**src/rtl/cnn_pkg.sv**
```systemverilog
// Shared types for the CNN datapath: pixel type and feeder FSM states.
package cnn_pkg;

    localparam int CNN_PIX_W = 16;

    // Signed pixel word shared by the feeder and the conv layers.
    typedef logic signed [CNN_PIX_W-1:0] pixel_t;

    // Frame feeder sequencing states.
    typedef enum logic [1:0] {
        IDLE   = 2'd0,
        STREAM = 2'd1,
        DONE   = 2'd2
    } feeder_state_t;

    // Number of pixels in one raster frame.
    function automatic int frame_pixels(input int width, input int height);
        return width * height;
    endfunction

endpackage

```
**src/rtl/pixel_skid_buf.sv**
```systemverilog
// Two-entry FIFO that absorbs RAM return data while the consumer stalls.
module pixel_skid_buf #(
    parameter int PIX_W = 16
) (
    input  logic             clk,
    input  logic             reset,
    input  logic             push,
    input  logic             pop,
    input  logic [PIX_W-1:0] data_in,
    output logic [PIX_W-1:0] data_out,
    output logic [1:0]       count
);

    logic [PIX_W-1:0] slot [2];
    logic             wr_idx;
    logic             rd_idx;

    // Storage only; slot contents are never observed while count is zero.
    always_ff @(posedge clk) begin
        if (push) begin
            slot[wr_idx] <= data_in;
        end
    end

    // Write/read pointers advance on push/pop.
    always_ff @(posedge clk or posedge reset) begin
        if (reset) begin
            wr_idx <= 1'b0;
            rd_idx <= 1'b0;
        end else begin
            if (push) begin
                wr_idx <= ~wr_idx;
            end
            if (pop) begin
                rd_idx <= ~rd_idx;
            end
        end
    end

    // Occupancy: simultaneous push and pop leave it unchanged.
    always_ff @(posedge clk or posedge reset) begin
        if (reset) begin
            count <= 2'd0;
        end else begin
            case ({push, pop})
                2'b10:   count <= count + 2'd1;
                2'b01:   count <= count - 2'd1;
                default: count <= count;
            endcase
        end
    end

    assign data_out = slot[rd_idx];

endmodule

```
**src/rtl/pixel_feeder.sv**
```systemverilog
// Reads one frame from a 1-cycle-latency RAM and streams it as valid/ready.
//
//  state  | meaning
//  IDLE   | waiting for start
//  STREAM | issuing reads and handing pixels to the consumer
//  DONE   | one-cycle done pulse, frame counter bump
module pixel_feeder
    import cnn_pkg::*;
#(
    parameter int IMG_W  = 28,
    parameter int IMG_H  = 28,
    parameter int PIX_W  = CNN_PIX_W,
    parameter int ADDR_W = 10
) (
    input  logic                    clk,
    input  logic                    reset,
    input  logic                    start,
    output logic                    mem_rd_en,
    output logic [ADDR_W-1:0]       mem_addr,
    input  logic signed [PIX_W-1:0] mem_rdata,
    input  logic                    ready,
    output logic signed [PIX_W-1:0] pixel_out,
    output logic                    valid_out,
    output logic                    busy,
    output logic                    done,
    output logic [15:0]             frame_cnt
);

    localparam int              N     = frame_pixels(IMG_W, IMG_H);
    localparam logic [ADDR_W:0] N_PTR = (ADDR_W+1)'(N);

    feeder_state_t    state;
    feeder_state_t    state_nxt;
    logic [ADDR_W:0]  rd_ptr;
    logic             in_flight;
    logic [1:0]       buf_count;
    logic [PIX_W-1:0] buf_data;
    logic             buf_empty;
    logic             buf_push;
    logic             buf_pop;
    logic             xfer;
    logic             last_xfer;
    logic [2:0]       pending;

    // Pixels owned by the feeder but not yet transferred: buffered plus returning.
    assign pending   = {1'b0, buf_count} + {2'b00, in_flight};
    assign buf_empty = (buf_count == 2'd0);

    // Returning RAM data bypasses an empty buffer so the first pixel shows
    // the cycle it arrives; once the buffer holds data, its head is presented.
    assign valid_out = (state == STREAM) && (pending != 3'd0);
    assign pixel_out = !valid_out ? '0 :
                       (!buf_empty ? $signed(buf_data) : mem_rdata);
    assign xfer      = valid_out && ready;

    // Data returning while the bypass is consumed never enters the buffer.
    assign buf_push  = in_flight && !(buf_empty && xfer);
    assign buf_pop   = xfer && !buf_empty;

    // A read is allowed only if its data is sure to find a free slot.
    assign mem_rd_en = (state == STREAM) && (rd_ptr < N_PTR) && (pending < 3'd2);
    assign mem_addr  = rd_ptr[ADDR_W-1:0];

    assign last_xfer = xfer && (rd_ptr == N_PTR) && (pending == 3'd1);

    assign busy = (state == STREAM);
    assign done = (state == DONE);

    pixel_skid_buf #(
        .PIX_W (PIX_W)
    ) u_skid (
        .clk      (clk),
        .reset    (reset),
        .push     (buf_push),
        .pop      (buf_pop),
        .data_in  (mem_rdata),
        .data_out (buf_data),
        .count    (buf_count)
    );

    // State register.
    always_ff @(posedge clk or posedge reset) begin
        if (reset) begin
            state <= IDLE;
        end else begin
            state <= state_nxt;
        end
    end

    // Next-state logic; start outside IDLE is ignored.
    always_comb begin
        state_nxt = state;
        case (state)
            IDLE:    if (start) state_nxt = STREAM;
            STREAM:  if (last_xfer) state_nxt = DONE;
            DONE:    state_nxt = IDLE;
            default: state_nxt = IDLE;
        endcase
    end

    // Read pointer: cleared on accepted start, advanced per issued read.
    always_ff @(posedge clk or posedge reset) begin
        if (reset) begin
            rd_ptr <= '0;
        end else if ((state == IDLE) && start) begin
            rd_ptr <= '0;
        end else if (mem_rd_en) begin
            rd_ptr <= rd_ptr + (ADDR_W+1)'(1);
        end
    end

    // RAM data is valid exactly one cycle after the read strobe.
    always_ff @(posedge clk or posedge reset) begin
        if (reset) begin
            in_flight <= 1'b0;
        end else begin
            in_flight <= mem_rd_en;
        end
    end

    // Completed-frame counter, free-running wrap.
    always_ff @(posedge clk or posedge reset) begin
        if (reset) begin
            frame_cnt <= 16'd0;
        end else if (state == DONE) begin
            frame_cnt <= frame_cnt + 16'd1;
        end
    end

endmodule

```
**config.mk**
```make
export PLATFORM = sky130hd
export DESIGN_NAME = pixel_feeder
export DESIGN_NICKNAME = d
export VERILOG_FILES = /design/src/rtl/cnn_pkg.sv /design/src/rtl/pixel_skid_buf.sv /design/src/rtl/pixel_feeder.sv
export SDC_FILE = /design/constraint.sdc
export NUM_CORES = 1
export LEC_CHECK = 0
export BUFFER_PORTS_ARGS = -buffer_cell sky130_fd_sc_hd__buf_2
export CORE_ASPECT_RATIO = 1.1
export CORE_MARGIN = 4
export CORE_UTILIZATION = 40
export DETAILED_ROUTE_END_ITERATION = 8
export GPL_ROUTABILITY_DRIVEN = 0
export PLACE_DENSITY = 0.58
export SETUP_SLACK_MARGIN = 0.15
export SLEW_MARGIN = 20
export SYNTH_ARGS = -nofsm -noshare
export SYNTH_HDL_FRONTEND = slang
export SYNTH_HIERARCHICAL = 1
export SYNTH_SLANG_ARGS = --single-unit
```
**constraint.sdc**
```tcl
create_clock -name clk -period 3.5 [get_ports clk]
set_clock_uncertainty 0.1 [all_clocks]
set_input_delay 0.525 -clock clk [delete_from_list [all_inputs] [get_ports clk]]
set_output_delay 0.525 -clock clk [all_outputs]
set_load 0.05 [all_outputs]
```
==> results of run 1 <==
## cells in the mapped netlist (all sizes together) (2+ instances only)
library cell,n,area (um^2)
ha,7,87.58
o21a,2,15.01
o21ai,6,30.02
o211ai,3,22.52
or4,2,15.01
nand3,10,55.05
mux2,17,225.2
edfxtp,32,960.9
nor3,5,25.02
clkbuf,6,22.52
nand2,44,165.2
xnor2,10,87.58
nor4,4,25.02
nand4,6,43.79
and2,3,18.77
inv,14,52.55
dfrtp,34,850.8
or4b,2,23.77
a21oi,18,90.09
xor2,10,87.58
buf,12,106.4
o31ai,5,37.54
nor2,11,41.29
## per-stage QoR
stage / std cells / instance area, um^2 / utilization / setup WS (ns)
6_report: 448 / 3747 / 0.4932 / 0.6223
5_1_grt: 448 / 3747 / 0.4932 / 0.3707
2_1_floorplan: 274 / 3183 / - / 0.6459
3_3_place_gp: 431 / 3553 / 0.4677 / 0.9482
4_1_cts: 448 / 3747 / 0.4932 / 0.5664
3_5_place_dp: 431 / 3553 / 0.4677 / 0.8188
## flip-flops by register name, summed over array words and instances, names as in the netlist
register / cells
u_skid/rd_idx: 1
u_skid/wr_idx: 1
in_flight: 1
rd_ptr: 11
u_skid/count: 2
u_skid/slot: 32
state: 2
frame_cnt: 16
## worst max-delay path, delay by kind of cell, from the launching register on
| family | cells | cell delay, ns |
|---|---|---|
| compound gates | 1 | 0.46 |
| fa+ha+maj | 2 | 0.37 |
| buf+inv | 3 | 0.43 |
| flops | 1 | 0.43 |
| simple gates | 1 | 0.22 |
## layer usage
metal / wire [um] / part of all wire / vias to the layer above / track usage
li1: - / - / 1091 / -
met2: 2936 / 0.47 / 54 / 0.2266
met4: 79 / 0.013 / 0 / 0.05073
met5: 0 / 0 / - / 0
met3: 314 / 0.050 / 7 / 0.03715
met1: 2957 / 0.47 / 1017 / 0.1893
## area by class of cell
type	instances	area [um^2]
timing repair buffer	71	372.9
inverter	14	52.55
sequential	66	1812
fill	759	3850
clock inverter	7	60.06
clock buffer	9	123.9
tap	105	131.4
multi-input combinational	176	1195
## worst paths after layout
path / startpoint / to / slack [ns] / cells after the start
max: u_skid/count[0] / mem_rd_en / 0.62 / 7
min: mem_rdata[2] / u_skid/slot[1][2] / 0.29 / 1
max reg2reg: u_skid/count[0] / u_skid/count[1] / 0.79 / 9
min reg2reg: frame_cnt[15] / frame_cnt[15] / 0.37 / 1
max in group asynchronous: reset / frame_cnt[3] / 2.30 / 4
min in group asynchronous: reset / u_skid/count[0] / 0.53 / 3
## logic make-up after synthesis
logic type,synth area share
compound gates,0.06407
xor+xnor,0.05503
buf+inv,0.05700
fa+ha+maj,0.02751
mux,0.07390
flops,0.5692
simple gates,0.1533
## what timing repair did
item,CTS,global route
resized for setup,0,0
setup endpoints to repair,0,0
hold buffers,1,0
hold endpoints to repair,4,0
buffers inserted,0,0
## layout by cell type, fill, tap and decap left out, types with 2 or more instances in the layout
| master | n |
|---|---|
| buf_4 | 5 |
| nand2_1 | 44 |
| nor3_1 | 5 |
| ha_1 | 7 |
| nand4_1 | 5 |
| clkinv_2 | 3 |
| clkbuf_8 | 9 |
| inv_1 | 14 |
| mux2_2 | 8 |
| nor2_1 | 11 |
| o211ai_1 | 3 |
| and2_1 | 3 |
| o21ai_0 | 5 |
| dfrtp_1 | 34 |
| o21a_1 | 2 |
| nand3_1 | 9 |
| o31ai_1 | 4 |
| mux2_4 | 9 |
| nor4_1 | 4 |
| a21oi_1 | 18 |
| xnor2_1 | 10 |
| xor2_1 | 10 |
| buf_2 | 65 |
| or4_1 | 2 |
| edfxtp_1 | 32 |
| clkinv_1 | 2 |
==> results by group, run 1 <==
Synthesis
  – Cells after Synth: roughly 270
  – Most used flip-flop cell after synthesis: dfrtp_1
  – Yosys warns: 6
  – Mapped Nets: between 300 and 400
  – Unique masters post-synth: 41
  – Sequential cell area fraction in the yosys report: 0.5692
  – Flops & latches, synth: 66
  – Average size of a mapped cell: between 10 and 15 um^2
  – Post-synth EDFFs: 32
  – Async S/R FF share, synth: 0.5152
  – Post-Syn Area: 3183 um^2

Drt
  – TritonRoute pass-1 iters: 4
  – Post-DR vias/cell: 4.842
  – Number of routed nets with antenna violations: 0
  – # DRC: 0
  – DR vias: 2169
  – Wire per inst: approximately 14 um
  – Iteration-0 DRC Markers: 44
  – WL final: 6.288 mm

Critical path
  – CP max stage delay: around 0.46 ns
  – CP endpoint kind: output port
  – Worst-path fanout max: 14
  – Cell Chain, Critical Path: ha_1 -> inv_1 -> ha_1 -> and4bb_1 -> o21ai_1 -> inv_1 -> buf_2
  – Startpoint types: register
  – Critical-path top delay cell: o21ai_1
  – CP arrival: 2.25 ns
  – Kind of critical path: register to output port
  – CP required: 2.87 ns

STA
  – Hold Slack: 0.2939 ns
  – F_max: 347.5 MHz
  – # setup viols final: 0
  – Min Tclk post-route: 2.878 ns
  – Tightest Pin Transition: a little under 0.9 ns
  – Part of the cycle the worst path needs: 0.8222
  – RSZ-0062 raised after global routing: no
  – Max-slew violations: 0
  – Setup TNS: 0 ns
  – Fin. Hold Viols: 0
  – Slew headroom: 0.4091

Job
  – Max-Cap Viols: 0

Final layout
  – Layout cell share with drive strength beyond 1: 0.3120
  – Final net count: 365
  – P&R area growth vs syn: 17.73%
  – Antenna diode count: 0

Global route
  – Vias in the first global route: 2123
  – GRT Overall Usage: 0.1424
  – First-pass GRT wire length: roughly 10 mm
  – GR Overflow Total: 0
  – Largest net degree at the start of global routing: 31
  – Number of antenna violations at the first check in global routing: 0

Clock network
  – Worst-path clk slew: approximately 0.070 ns
  – TritonCTS clock tree: done
  – Htree depth: 3
  – Worst skew pair latency: 0.33 ns
  – CTS root buffer: clkbuf_8
  – Clk sinks: 66
  – Clock Tree Buf Depth: 2
  – TritonCTS buffer count: 9

Placement
  – IO Port Bufs: between 60 and 70
  – Post-DP HPWL: 4.448 mm

Floorplanning
  – Die H: 101.6 um
  – IO Count: between 60 and 70
  – Starting Density: 0.4190
  – Die area: 9451 um^2
  – Core area: approximately 7600 um^2
  – Die width: slightly above 90 um
  – FP Rows: 33

Hold path
  – Worst Hold Class: input pin to register

Run status
  – Status: completed
Power of run 1 is left out: the tool's default activity adds up to more than one toggle a clock period on the data nets, which glitch-free logic cannot reach.
==> run 2: changes to the inputs <==
Clock period 3.5 ns to 2.7 ns, I/O delays scaled along.
==> run 2 against run 1 <==
Compared with the run above: critical path depth did not move; cell area is 4.7% higher; largest cell class unchanged; worst setup slack got worse by 0.40 ns; first-iteration DRC count rose by 140%; global-route usage up 0.37 points; highest routed layer unchanged; wire length up 4.0%; non-clock buffer count increased by 6; final cell count is 1.3% higher; via count is 2.5% higher.
==> results by group, run 2 (synthesis results as in run 1) <==
Critical path
  – Startpoint types: register (unchanged)
  – Worst-path fanout max: 9 (was 14)
  – Kind of critical path: register to output port (unchanged)
  – CP endpoint kind: output port (unchanged)
  – CP required: 2.19 ns (was 2.87 ns)
  – R2R depth: 9 (unchanged)
  – CP arrival: 1.97 ns (was 2.25 ns)

STA
  – Max-slew violations: 0 (unchanged)
  – Setup TNS: 0 ns (unchanged)
  – Part of the cycle the worst path needs: 0.9167
  – Tightest Pin Transition: 0.4537 ns (was 0.8864 ns)
  – Worst setup margin: 0.2249 ns (was 0.6223 ns)
  – Min Tclk post-route: 2.475 ns
  – Fin. Hold Viols: 0 (unchanged)
  – Hold Slack: 0.1780 ns (was 0.2939 ns)
  – F_max: around 400 MHz
  – Slew headroom: 0.6947 (was 0.4091)
  – # setup viols final: 0 (unchanged)
  – RSZ-0062 raised after global routing: no (unchanged)

Run status
  – Status: completed (unchanged)

Floorplanning
  – Die H: 101.6 um (unchanged)
  – Core area: 7597 um^2 (unchanged)
  – FP Rows: 33 (unchanged)
  – Die width: 93.06 um (unchanged)
  – IO Count: 66 (unchanged)
  – Starting Density: 0.4190 (unchanged)
  – Die area: 9451 um^2 (unchanged)

Placement
  – Place WS: 0.09973 ns (was 0.8188 ns)
  – IO Port Bufs: 65 (unchanged)
  – DP Area: 3591 um^2 (was 3553 um^2)
  – Post-DP HPWL: 4.445 mm (was 4.448 mm)

Clock network
  – CTS root buffer: clkbuf_8 (unchanged)
  – Worst-path clk slew: 0.08 ns (was 0.07 ns)
  – Clock Tree Buf Depth: 2 (unchanged)
  – Worst skew pair latency: 0.32 ns (was 0.33 ns)
  – TritonCTS clock tree: done (unchanged)
  – Htree depth: 3 (unchanged)
  – Clk sinks: 66 (unchanged)
  – TritonCTS buffer count: 9 (unchanged)

Final layout
  – Antenna diode count: 0 (unchanged)
  – Max reg flops: 32 (unchanged)
  – Post-Layout Inst Area: 3923 um^2 (was 3747 um^2)
  – Area of the multi-input gates: 1234 um^2 (was 1195 um^2)
  – # fillers: 751 (was 759)
  – Layout cell share with drive strength beyond 1: 0.3410 (was 0.3120)
  – Biggest regs: u_skid/slot (32), frame_cnt (16), rd_ptr (11) (unchanged)
  – Commonest cells after routing, fill and taps aside: buf_2, nand2_1, dfrtp_1, edfxtp_1, a21oi_1 (unchanged)
  – Register area: 1812 um^2 (unchanged)
  – Largest Register: u_skid/slot (unchanged)
  – Most common cell after layout, fill and taps aside: buf_2 (unchanged)
  – Final net count: 371 (was 365)
  – P&R area growth vs syn: 23.23% (was 17.73%)

Drt
  – # DRC: 0 (unchanged)
  – Iteration-0 DRC Markers: 105 (was 44)
  – DR vias: 2224 (was 2169)
  – TritonRoute pass-1 iters: 4 (unchanged)
  – Wire per inst: 14.41 um (was 14.04 um)
  – Met3 Wirelength: 335 um (was 314 um)
  – Metal2 WL: 3.179 mm (was 2.936 mm)
  – WL final: 6.540 mm (was 6.288 mm)
  – DR top layer: met4 (unchanged)
  – Post-DR vias/cell: 4.899 (was 4.842)
  – M1 wire length: 2.992 mm (was 2.957 mm)
  – Number of routed nets with antenna violations: 0 (unchanged)

Global route
  – First-pass GRT wire length: 10.83 mm (was 10.48 mm)
  – Vias in the first global route: 2191 (was 2123)
  – Largest net degree at the start of global routing: 31 (unchanged)
  – Number of antenna violations at the first check in global routing: 0 (unchanged)
  – GRT Overall Usage: 0.1461 (was 0.1424)
  – GR Overflow Total: 0 (unchanged)

Hold path
  – Worst Hold Class: input pin to register (unchanged)
  – WHS Path Cells: 1 (unchanged)

Job
  – Max-Cap Viols: 0 (unchanged)
run 2: changes by cell type in the layout (fill, tap and decap cells not counted), sizes merged:
cell,change
bufinv,+3
buf,+6
clkinv,-3
run 2: repair_timing:
| item | CTS | global route |
|---|---|---|
| pin swaps | 0 | 1 |
| setup endpoints to repair | 34 | 34 |
| endpoints found under the hold margin | 4 | 0 |
| resized for setup | 5 | 5 |
| buffers inserted | 1 | 0 |
| hold buffers | 1 | 0 |
| cloned | 1 | 0 |
run 2: final timing paths:
path / startpoint / endpoint / slack, ns
hold reg to reg: u_skid/rd_idx / u_skid/rd_idx / 0.37
setup / recovery: in_flight / pixel_out[3] / 0.22
min in group asynchronous: reset / u_skid/count[0] / 0.42
setup reg to reg: in_flight / u_skid/count[1] / 0.36
hold / removal: mem_rdata[11] / u_skid/slot[0][11] / 0.18
max in group asynchronous: reset / rd_ptr[6] / 1.60
run 2: routing by layer:
layer / global-route usage / vias to the layer above
met1: 0.1900 / 1062
met3: 0.02675 / 2
li1: - / 1100
met5: 0 / -
met4: 0.05862 / 0
met2: 0.2427 / 60
run 2: through the flow:
stage,cells,utilization
floorplan,274,-
global placement,435,0.4727
detailed placement,435,0.4727
CTS,454,0.5130
global route,454,0.5163
finish,454,0.5163
run 2: critical path, stage by stage (launching register included):
cell and delay [ns]:
dfrtp_1 0.38, ha_1 0.21, inv_1 0.10, ha_4 0.22
o31ai_4 0.26, buf_6 0.20, a21oi_1 0.06, buf_2 0.21
run 2: area by class of cell:
class / instances / area share
Clock buffer: 9 / 0.03158
Clock inverter: 7 / 0.03604
Inverter: 14 / 0.01340
Multi-Input combinational cell: 176 / 0.3145
Sequential cell: 66 / 0.4619
Tap cell: 105 / 0.03349
Timing Repair Buffer: 77 / 0.1091
Power of run 2 is left out for the same reason.
==> run 3: changes to the inputs <==
Settings changed: PLACE_DENSITY 0.58 to unset, PLACE_DENSITY_LB_ADDON set to 0.12.
==> run 3 against run 2 <==
Compared with the run above: die area is the same; non-clock buffer count grew 1; wire length grew 0.18%; via count shrank 0.67%; sequential share of layout area grew 0.76 points; largest cell class unchanged; global-route usage shrank 0.44 points; register-to-register slack lost 0.04 ns; maximum frequency grew 0.89%; cell area shrank 1.6%; core utilization shrank 0.84 points; sequential cell count is the same.
==> results by group, run 3 (synthesis results as in run 1) <==
Run status
  – Status: completed (unchanged)

Drt
  – Iteration-0 DRC Markers: 44 (was 105)
  – WL final: 6.552 mm (was 6.540 mm)
  – TritonRoute pass-1 iters: 4 (unchanged)
  – # DRC: 0 (unchanged)
  – Post-DR vias/cell: 4.855 (was 4.899)
  – DR vias: 2209 (was 2224)
  – Wire per inst: 14.40 um (was 14.41 um)
  – Number of routed nets with antenna violations: 0 (unchanged)

Placement
  – IO Port Bufs: 65 (unchanged)
  – Post-DP HPWL: 4.495 mm (was 4.445 mm)

Critical path
  – Startpoint types: register (unchanged)
  – Critical Path Start: in_flight (unchanged)
  – CP required: 2.19 ns (about the same)
  – Kind of critical path: register to output port (unchanged)
  – Worst Path Buf+Inv: 3 (unchanged)
  – CP arrival: 1.95 ns (was 1.97 ns)
  – Reg2reg start: in_flight (unchanged)
  – CP delay by family, top: buffers and inverters (unchanged)
  – Register-to-Register Setup Slack: 0.32 ns (was 0.36 ns)
  – Critical R2R Capture: u_skid/count[1] (unchanged)
  – R2R depth: 9 (unchanged)
  – Worst-path fanout max: 4 (was 9)
  – CP endpoint kind: output port (unchanged)
  – Cell Chain, Critical Path: ha_2 -> inv_1 -> ha_4 -> o31ai_4 -> buf_4 -> a21oi_1 -> buf_2 (was ha_1 -> inv_1 -> ha_4 -> o31ai_4 -> buf_6 -> a21oi_1 -> buf_2)
  – CP max stage delay: 0.38 ns (about the same)
  – Critical-path top delay cell: dfrtp_1 (unchanged)

STA
  – F_max: 407.6 MHz (was 404.0 MHz)
  – Part of the cycle the worst path needs: 0.9086 (was 0.9167)
  – Setup TNS: 0 ns (unchanged)
  – RSZ-0062 raised after global routing: no (unchanged)
  – Min Tclk post-route: 2.453 ns (was 2.475 ns)
  – Fin. Hold Viols: 0 (unchanged)
  – # setup viols final: 0 (unchanged)
  – Max-slew violations: 0 (unchanged)
  – Slew headroom: 0.6167 (was 0.6947)
  – Tightest Pin Transition: 0.5743 ns (was 0.4537 ns)

Clock network
  – CTS root buffer: clkbuf_8 (unchanged)
  – Htree depth: 3 (unchanged)
  – Worst skew pair latency: 0.33 ns (was 0.32 ns)
  – Clk sinks: 66 (unchanged)
  – Worst-path clk slew: 0.07 ns (was 0.08 ns)
  – TritonCTS buffer count: 9 (unchanged)
  – Clock Tree Buf Depth: 2 (unchanged)
  – TritonCTS clock tree: done (unchanged)

Floorplanning
  – IO Count: 66 (unchanged)
  – Die H: 101.6 um (unchanged)
  – Core area: 7597 um^2 (unchanged)
  – Starting Density: 0.4190 (unchanged)
  – Die area: 9451 um^2 (unchanged)
  – FP Rows: 33 (unchanged)
  – Die width: 93.06 um (unchanged)

Final layout
  – Largest Register: u_skid/slot (unchanged)
  – Final net count: 372 (was 371)
  – P&R area growth vs syn: 21.23% (was 23.23%)
  – Most common cell after layout, fill and taps aside: buf_2 (unchanged)
  – Layout cell share with drive strength beyond 1: 0.3371 (was 0.3410)
  – Antenna diode count: 0 (unchanged)
  – # fillers: 756 (was 751)
  – Max reg flops: 32 (unchanged)
  – Biggest regs: u_skid/slot (32), frame_cnt (16), rd_ptr (11) (unchanged)
  – Commonest cells after routing, fill and taps aside: buf_2, nand2_1, dfrtp_1, edfxtp_1, a21oi_1 (unchanged)

Global route
  – Largest net degree at the start of global routing: 18 (was 31)
  – First-pass GRT wire length: 10.49 mm (was 10.83 mm)
  – GR Overflow Total: 0 (unchanged)
  – GRT Overall Usage: 0.1417 (was 0.1461)
  – Vias in the first global route: 2152 (was 2191)
  – Number of antenna violations at the first check in global routing: 0 (unchanged)

Hold path
  – Worst Hold Class: input pin to register (unchanged)
  – Worst Hold End: u_skid/slot[1][7] (was u_skid/slot[0][11])
  – WHS Path Cells: 1 (unchanged)
  – Worst hold start: mem_rdata[7] (was mem_rdata[11])

Job
  – Max-Cap Viols: 0 (unchanged)
## run 3: area by class of cell
| type | instances | area, um^2 | share of cell area |
|---|---|---|---|
| flip-flops and latches | 66 | 1812 | 0.4695 |
| inverters | 14 | 52.55 | 0.01362 |
| clock buffers | 13 | 158.9 | 0.04118 |
| multi-input cells | 176 | 1229 | 0.3184 |
| clock inverters | 3 | 40.04 | 0.01038 |
| repair buffers | 78 | 435.4 | 0.1128 |
| well taps | 105 | 131.4 | 0.03405 |
## run 3: through the flow
stage | setup slack, ns | cell area, um^2 | instances | utilization | hold slack, ns
after floorplan | 0.02820 | 3196 | 274 | - | 0.07108
after global placement | 0.1975 | 3591 | 435 | 0.4727 | 0.2262
after detailed placement | 0.08212 | 3591 | 435 | 0.4727 | 0.2233
after CTS | 0.1366 | 3831 | 454 | 0.5043 | 0.1702
after global routing | 0.1508 | 3859 | 455 | 0.5079 | 0.1698
final | 0.2467 | 3859 | 455 | 0.5079 | 0.1828
## run 3: how the worst max path moves through the flow
stage / end / slack, ns / cells after the start
after floorplan: pixel_out[10] / 0.03 / 4
after global placement: u_skid/count[1] / 0.20 / 9
after detailed placement: u_skid/count[1] / 0.08 / 9
after CTS: pixel_out[13] / 0.14 / 7
after global routing: pixel_out[1] / 0.15 / 7
final: pixel_out[3] / 0.25 / 7
## run 3: routing by layer
metal  wire (um)  track usage
met4          85      0.05073
met3         274      0.02600
met5           0            0
met1        2938       0.1859
met2        3254       0.2366
## run 3: timing repair
| item | 4_1_cts | 5_1_grt |
|---|---|---|
| endpoints found under the setup margin | 50 | 18 |
| hold endpoints to repair | 4 | 0 |
| gates cloned | 1 | 1 |
| setup buffers | 1 | 0 |
| pin swaps | 0 | 1 |
| resized for setup | 5 | 7 |
| hold buffers | 1 | 0 |
Power of run 3 is left out for the same reason.
